`config.mk`:
```
export PLATFORM = sky130hd
export DESIGN_NAME = genius_seq_player
export DESIGN_NICKNAME = d
export VERILOG_FILES = /design/src/rtl/genius_pkg.sv /design/src/rtl/genius_lfsr16.sv /design/src/rtl/genius_seq_player.sv
export SDC_FILE = /design/constraint.sdc
export NUM_CORES = 1
export LEC_CHECK = 0
export BUFFER_PORTS_ARGS = -buffer_cell sky130_fd_sc_hd__buf_4
export CORE_MARGIN = 4
export CORE_UTILIZATION = 50
export DETAILED_ROUTE_END_ITERATION = 10
export PLACE_DENSITY = 0.77
export SLEW_MARGIN = 0
export SYNTH_ARGS = -nofsm -noshare
export SYNTH_HDL_FRONTEND = slang
export SYNTH_SLANG_ARGS = --single-unit
```
`constraint.sdc`:
```
create_clock -name clk -period 4.1 [get_ports clk]
set_clock_uncertainty 0.05 [all_clocks]
set_input_delay 0.41 -clock clk [delete_from_list [all_inputs] [get_ports clk]]
set_output_delay 0.41 -clock clk [all_outputs]
set_load 0.005 [all_outputs]
```
`src/rtl/genius_pkg.sv`:
```
// genius_pkg: shared state encoding, LFSR constants and the fixed demo sequence.
package genius_pkg;
    typedef enum logic [2:0] {IDLE, GEN, SHOW_ON, SHOW_OFF, FIN} state_t;
    localparam logic [15:0] LFSR_MASK    = 16'hB400;
    localparam logic [15:0] DEFAULT_SEED = 16'h0001;
    // entry i lives in bits [2i+1:2i]: 0,2,0,3,1,0,3,2,0,1,0,3,2,1,3,0
    localparam logic [31:0] FIXED_SEQ    = 32'h36C4_B1C8;
    function automatic logic [1:0] fixed_idx(input logic [3:0] a);
        return FIXED_SEQ[{a, 1'b0} +: 2];
    endfunction
endpackage

```
`src/rtl/genius_lfsr16.sv`:
```
// genius_lfsr16: 16-bit right-shifting Galois LFSR with seed load; a zero seed becomes DEFAULT_SEED.
module genius_lfsr16 import genius_pkg::*; (
    input  logic        clk,
    input  logic        rst,
    input  logic        en,
    input  logic        load,
    input  logic [15:0] seed,
    output logic [15:0] state
);
    always_ff @(posedge clk)
        if (rst) state <= DEFAULT_SEED;
        else if (load) state <= (seed == '0) ? DEFAULT_SEED : seed;
        else if (en) state <= (state >> 1) ^ (state[0] ? LFSR_MASK : '0);
endmodule

```
`src/rtl/genius_seq_player.sv`:
```
// genius_seq_player: Genius colour-sequence generator/player; define GENIUS_FIXED_SEQ_EN for the fixed 16-entry table.
module genius_seq_player import genius_pkg::*; #(
    parameter int N_COLORS = 4,
    parameter int DEPTH    = 16,
    parameter int T_ON     = 8,
    parameter int T_OFF    = 4
) (
    input  logic                     clk,
    input  logic                     rst,
    input  logic [15:0]              seed,
    input  logic                     new_game,
    input  logic                     play,
    input  logic [$clog2(DEPTH):0]   level,
    input  logic [$clog2(DEPTH)-1:0] rd_addr,
    output logic [N_COLORS-1:0]      rd_color,
    output logic [N_COLORS-1:0]      color,
    output logic                     color_valid,
    output logic                     busy,
    output logic                     done
);
    localparam int AW = $clog2(DEPTH);
    localparam int CW = $clog2(N_COLORS);
    localparam int TW = $clog2((T_ON > T_OFF ? T_ON : T_OFF) + 1);

    state_t                state, state_n;
    logic [AW-1:0]         step, step_n;
    logic [TW-1:0]         tick, tick_n;
    logic [AW:0]           lvl, lvl_n;
    logic [N_COLORS-1:0]   color_n;
    logic [CW-1:0]         rd_idx, show_idx;

`ifdef GENIUS_FIXED_SEQ_EN
    assign rd_idx   = CW'(fixed_idx(4'(rd_addr)));
    assign show_idx = CW'(fixed_idx(4'(step_n)));
`else
    logic [CW-1:0] mem [DEPTH];
    logic [AW-1:0] addr;
    logic [15:0]   lfsr;
    genius_lfsr16 u_lfsr (
        .clk  (clk),
        .rst  (rst),
        .en   (state == GEN),
        .load (state == IDLE && new_game),
        .seed (seed),
        .state(lfsr)
    );
    always_ff @(posedge clk)
        if (state == GEN) mem[addr] <= CW'(lfsr % 16'(N_COLORS));
    always_ff @(posedge clk)
        addr <= (rst || state != GEN) ? '0 : addr + 1'b1;
    assign rd_idx   = mem[rd_addr];
    assign show_idx = mem[step_n];
`endif

    always_comb begin
        state_n = state;
        step_n  = step;
        tick_n  = tick;
        lvl_n   = lvl;
        case (state)
            IDLE:
                if (new_game) begin
`ifdef GENIUS_FIXED_SEQ_EN
                    state_n = FIN;
`else
                    state_n = GEN;
`endif
                end else if (play) begin
                    lvl_n   = (level > (AW+1)'(DEPTH)) ? (AW+1)'(DEPTH) : level;
                    step_n  = '0;
                    tick_n  = '0;
                    state_n = (lvl_n == '0) ? FIN : SHOW_ON;
                end
`ifndef GENIUS_FIXED_SEQ_EN
            GEN:
                if (addr == AW'(DEPTH - 1)) state_n = FIN;
`endif
            SHOW_ON:
                if (tick == TW'(T_ON - 1)) begin
                    tick_n  = '0;
                    state_n = SHOW_OFF;
                end else tick_n = tick + 1'b1;
            SHOW_OFF:
                if (tick == TW'(T_OFF - 1)) begin
                    tick_n = '0;
                    if ({1'b0, step} == lvl - 1'b1) state_n = FIN;
                    else begin
                        step_n  = step + 1'b1;
                        state_n = SHOW_ON;
                    end
                end else tick_n = tick + 1'b1;
            default: state_n = IDLE;
        endcase
        color_n = (state_n == SHOW_ON) ? N_COLORS'(1) << show_idx : '0;
    end

    always_ff @(posedge clk)
        if (rst) begin
            state       <= IDLE;
            step        <= '0;
            tick        <= '0;
            lvl         <= '0;
            color       <= '0;
            color_valid <= 1'b0;
        end else begin
            state       <= state_n;
            step        <= step_n;
            tick        <= tick_n;
            lvl         <= lvl_n;
            color       <= color_n;
            color_valid <= |color_n;
        end

    assign busy     = state inside {GEN, SHOW_ON, SHOW_OFF};
    assign done     = state == FIN;
    assign rd_color = N_COLORS'(1) << rd_idx;
endmodule

```
==> results.md <==
- Number of antenna violations at the first check in global routing: 0
- Dominant cells by area after synthesis: sky130_fd_sc_hd__edfxtp_1, sky130_fd_sc_hd__dfxtp_1, sky130_fd_sc_hd__mux4_2
- Unique cell type count in the Yosys netlist: 55
- Post-placement setup slack: 0.480 ns
- Critical Path Source Type: flop
- Clock root buffer master: sky130_fd_sc_hd__clkbuf_8
- I/O Pins: 40
- Startpoint of the worst hold path: seed[12]
- Maximum number of pins on one net before global-route repair: 37
- Peak fanout along the critical path: 10
- End-of-flow core utilization: 58.8%
- Setup repair after global routing missed its margin: false
- Outcome: finished, final reports clean
- Launching point of the worst reg2reg path: lvl[0]
- Clock slew seen by the registers of the worst setup and hold paths: 0.08 ns
- Number of synthesized flops with an enable pin: 32
- Overall global routing resource usage: 19.2%
- CTS Buffer Depth: 2
- Area growth from synthesis to layout: 14.7%
- Largest vdd supply drop: 0.000171 V
- Arrival time of the worst setup path: 3.92 ns
- Number of hold-slack violations in the final timing report: 0
- Portion of synthesized cell area occupied by the leading cell type: 26.0%
- WHS Path Cells: 3
- Cell-by-cell listing of the critical path: inv_1, ha_1, o21ba_1, a221o_1, a2111oi_4, buf_4, nand3b_1, a21boi_0, a2111oi_0, nor4_1, or4b_1, a21oi_1
- Number of levels in the clock H-tree: 3
- Number of buffers and inverters on the critical path: 2
- Dominant cell type by area after synthesis: sky130_fd_sc_hd__edfxtp_1
- Actual slew at the worst max-slew pin: 0.735 ns
- Worst Setup SP: lvl[0]
- Post-Synthesis Cells: 365
- Post-synth top flop: sky130_fd_sc_hd__dfxtp_1
- Power density normalized to cell area: 372 mW/mm²
- TritonCTS clock tree: yes
- Die Width: 94.0 µm
- Via count of the routed design: 2913
- Leakage: 0.00154 µW
- CORE AREA: 0.00721 mm²
- Shortest period the worst path allows: 3.68 ns
- Detail Placement HPWL: 5.75 mm
- Hold Crit Endpoint: u_lfsr.state[12]
- Number of warnings printed during yosys synthesis: 0
- Max frequency: 0.271 GHz
- CTS hold repair buffers: 0
- Post-detailed-route via-to-cell ratio: 5.80
- Net Sw Power: 409 µW
- Top cells by count, synth: sky130_fd_sc_hd__nor2_1, sky130_fd_sc_hd__dfxtp_1, sky130_fd_sc_hd__edfxtp_1
- Hold WC Path Type: in -> reg
- Register-to-register path setup slack: 0.42 ns
- Slowest CP cell: sky130_fd_sc_hd__or4b_1
- Path depth of the worst reg2reg path: 12
- Number of register bits inferred by synthesis: 73
- Initial cell density of the core: 51.3%
- Combinational power share: 12.1%
- Post-synth design cell area: 0.00370 mm²
- Global placer's final weighted congestion: 0.880
- Gate family responsible for the most delay along the worst path: compound AO/OA/AOI/OAI gates
- Vias in the first global route: 2761
- Port-buffer cells: 39
- Async set or reset register ratio after synthesis: 0%
- Delay contributed by the slowest stage of the critical path: 0.59 ns
- Die Ht: 94.0 µm
- 1st-pass router iterations: 4
- Final number of max-transition violations: 0
- Category of the most critical setup path: reg -> reg
- Initial detailed-routing violation count: 174
- N_diodes: 0
- Rel. slew slack: 51.0%
- Post-CTS repair timing setup buffer count: 0
- Least setup slack across all paths after layout: 0.416 ns
- Post-CTS Resized: 0
- Sink count of the clock tree: 73
- Final wirelength: 7.89 mm
- Most common cell in the netlist: sky130_fd_sc_hd__nor2_1
- Total number of nets in the final design: 434
- Endpoint of the most critical register-to-register path: color[2]
- Kind of capture point of the worst setup path: flop
- Final clock period utilization by the worst path: 89.9%
- Routed WL per cell: 15.7 µm
- Area enclosed by the die boundary: 0.00884 mm²
- Aggregate global routing overflow: 0
- Synthesized area divided by synthesized cell count: 10.1 µm²
- Layout cells sized above 1: 19.6%
- Clock buffers created by TritonCTS: 9
- # setup viols final: 0
- Sequential fraction of the synthesis area: 48.2%
- Critical path required time: 4.33 ns
- Insertion delay to the later sink of the worst-skew pair: 0.35 ns
- Setup_tns: 0 ns
- Clk network pwr share: 35.3%
- Sw Share: 25.9%
- Max-cap violation count: 0
- DRC violations left: 0
- Antenna Violating Nets Remaining: 0
- Std cell rows: 31
- Flop pwr share: 52.6%
- Wire length of the first global-routing pass: 13.3 mm
- Net count after synthesis: 401
- Internal power summed over all cells: 1170 µW
## worst reg2reg max path, stage by stage, from the launching register on
cell and delay (ns):
sky130_fd_sc_hd__dfxtp_1 0.39, sky130_fd_sc_hd__inv_1 0.06, sky130_fd_sc_hd__ha_1 0.24, sky130_fd_sc_hd__o21ba_1 0.19
sky130_fd_sc_hd__a221o_1 0.37, sky130_fd_sc_hd__a2111oi_4 0.39, sky130_fd_sc_hd__buf_4 0.23, sky130_fd_sc_hd__nand3b_1 0.27
sky130_fd_sc_hd__a21boi_0 0.14, sky130_fd_sc_hd__a2111oi_0 0.43, sky130_fd_sc_hd__nor4_1 0.12, sky130_fd_sc_hd__or4b_1 0.59
sky130_fd_sc_hd__a21oi_1 0.14
## flip-flops by register name, summed over array words and instances (netlist names)
| name | count |
|---|---|
| tick | 4 |
| step | 4 |
| u_lfsr.state | 16 |
| mem | 32 |
| state | 3 |
| color | 4 |
| color_valid | 1 |
| lvl | 5 |
| addr | 4 |
## placed cells by master, fill, tap and decap left out, types with 3 or more instances in the layout
cell                        instances
sky130_fd_sc_hd__o21ai_0            5
sky130_fd_sc_hd__dfxtp_1           41
sky130_fd_sc_hd__nand3_1            9
sky130_fd_sc_hd__nand2b_1           6
sky130_fd_sc_hd__a21boi_0           4
sky130_fd_sc_hd__a21oi_1           18
sky130_fd_sc_hd__mux2_2             5
sky130_fd_sc_hd__a2111oi_0          5
sky130_fd_sc_hd__nand2_1           25
sky130_fd_sc_hd__nor2_1            60
sky130_fd_sc_hd__and2_1             3
sky130_fd_sc_hd__buf_4             43
sky130_fd_sc_hd__nor2b_1            6
sky130_fd_sc_hd__or3_1              4
sky130_fd_sc_hd__nor3b_1            9
sky130_fd_sc_hd__and3_1             5
sky130_fd_sc_hd__a211oi_1           5
sky130_fd_sc_hd__edfxtp_1          32
sky130_fd_sc_hd__ha_1               7
sky130_fd_sc_hd__xnor2_1           10
sky130_fd_sc_hd__inv_1              6
sky130_fd_sc_hd__nor3_1            15
sky130_fd_sc_hd__nand3b_1           3
sky130_fd_sc_hd__mux4_2            10
sky130_fd_sc_hd__clkbuf_8           9
sky130_fd_sc_hd__a311oi_1           7
sky130_fd_sc_hd__nor4_1            12
## per-stage QoR
stage	total power, µW	hold WS (ns)	instances	cell area (µm²)
floorplan	966	0.398	365	3700
global placement	1030	0.410	486	4050
detailed placement	1040	0.431	486	4050
CTS	1580	0.269	502	4240
global route	1650	0.272	502	4240
finish	1580	0.273	502	4240
## routing by layer
layer,share of wire (%),vias up,track usage [%]
li1,-,1420,-
met2,47,101,30.2
met4,2.4,0,7.46
met1,44,1376,25.6
met5,0,-,0
met3,6.1,16,4.89
## area by class of cell
class | count | area [µm²]
inverters | 6 | 22.5
repair buffers | 43 | 323
flip-flops and latches | 73 | 1780
clock buffers | 9 | 124
multi-input cells | 265 | 1800
fillers | 633 | 2970
well taps | 99 | 124
clock inverters | 7 | 70.1
## how the worst max path moves through the flow
stage	slack [ns]	cells after the start	endpoint
finish	0.42	12	color[2]
global route	0.11	12	color[2]
CTS	0.45	12	color[2]
detailed placement	0.48	12	color[2]
global placement	0.58	12	color[2]
floorplan	0.77	12	color[2]
## cells by family after synthesis
family                   after synthesis  synth area share (%)
AO/OA/AOI/OAI                         64                  13.2
XOR/XNOR                              11                  2.60
adder cells (fa/ha/maj)                7                  2.37
buffers and inverters                 27                  3.25
flip-flops                            73                  48.2
multiplexers                          17                  8.15
AND/OR/NAND/NOR                      166                  22.3
## power groups by stage
stage	clock, µW	sequential [µW]	combinational (µW)
6_report	558	831	190
5_1_grt	601	835	215
4_1_cts	561	831	192
3_5_place_dp	0	847	191
3_3_place_gp	0	846	187
2_1_floorplan	0	833	134
No activity file was read; power rests on OpenSTA's default activity.
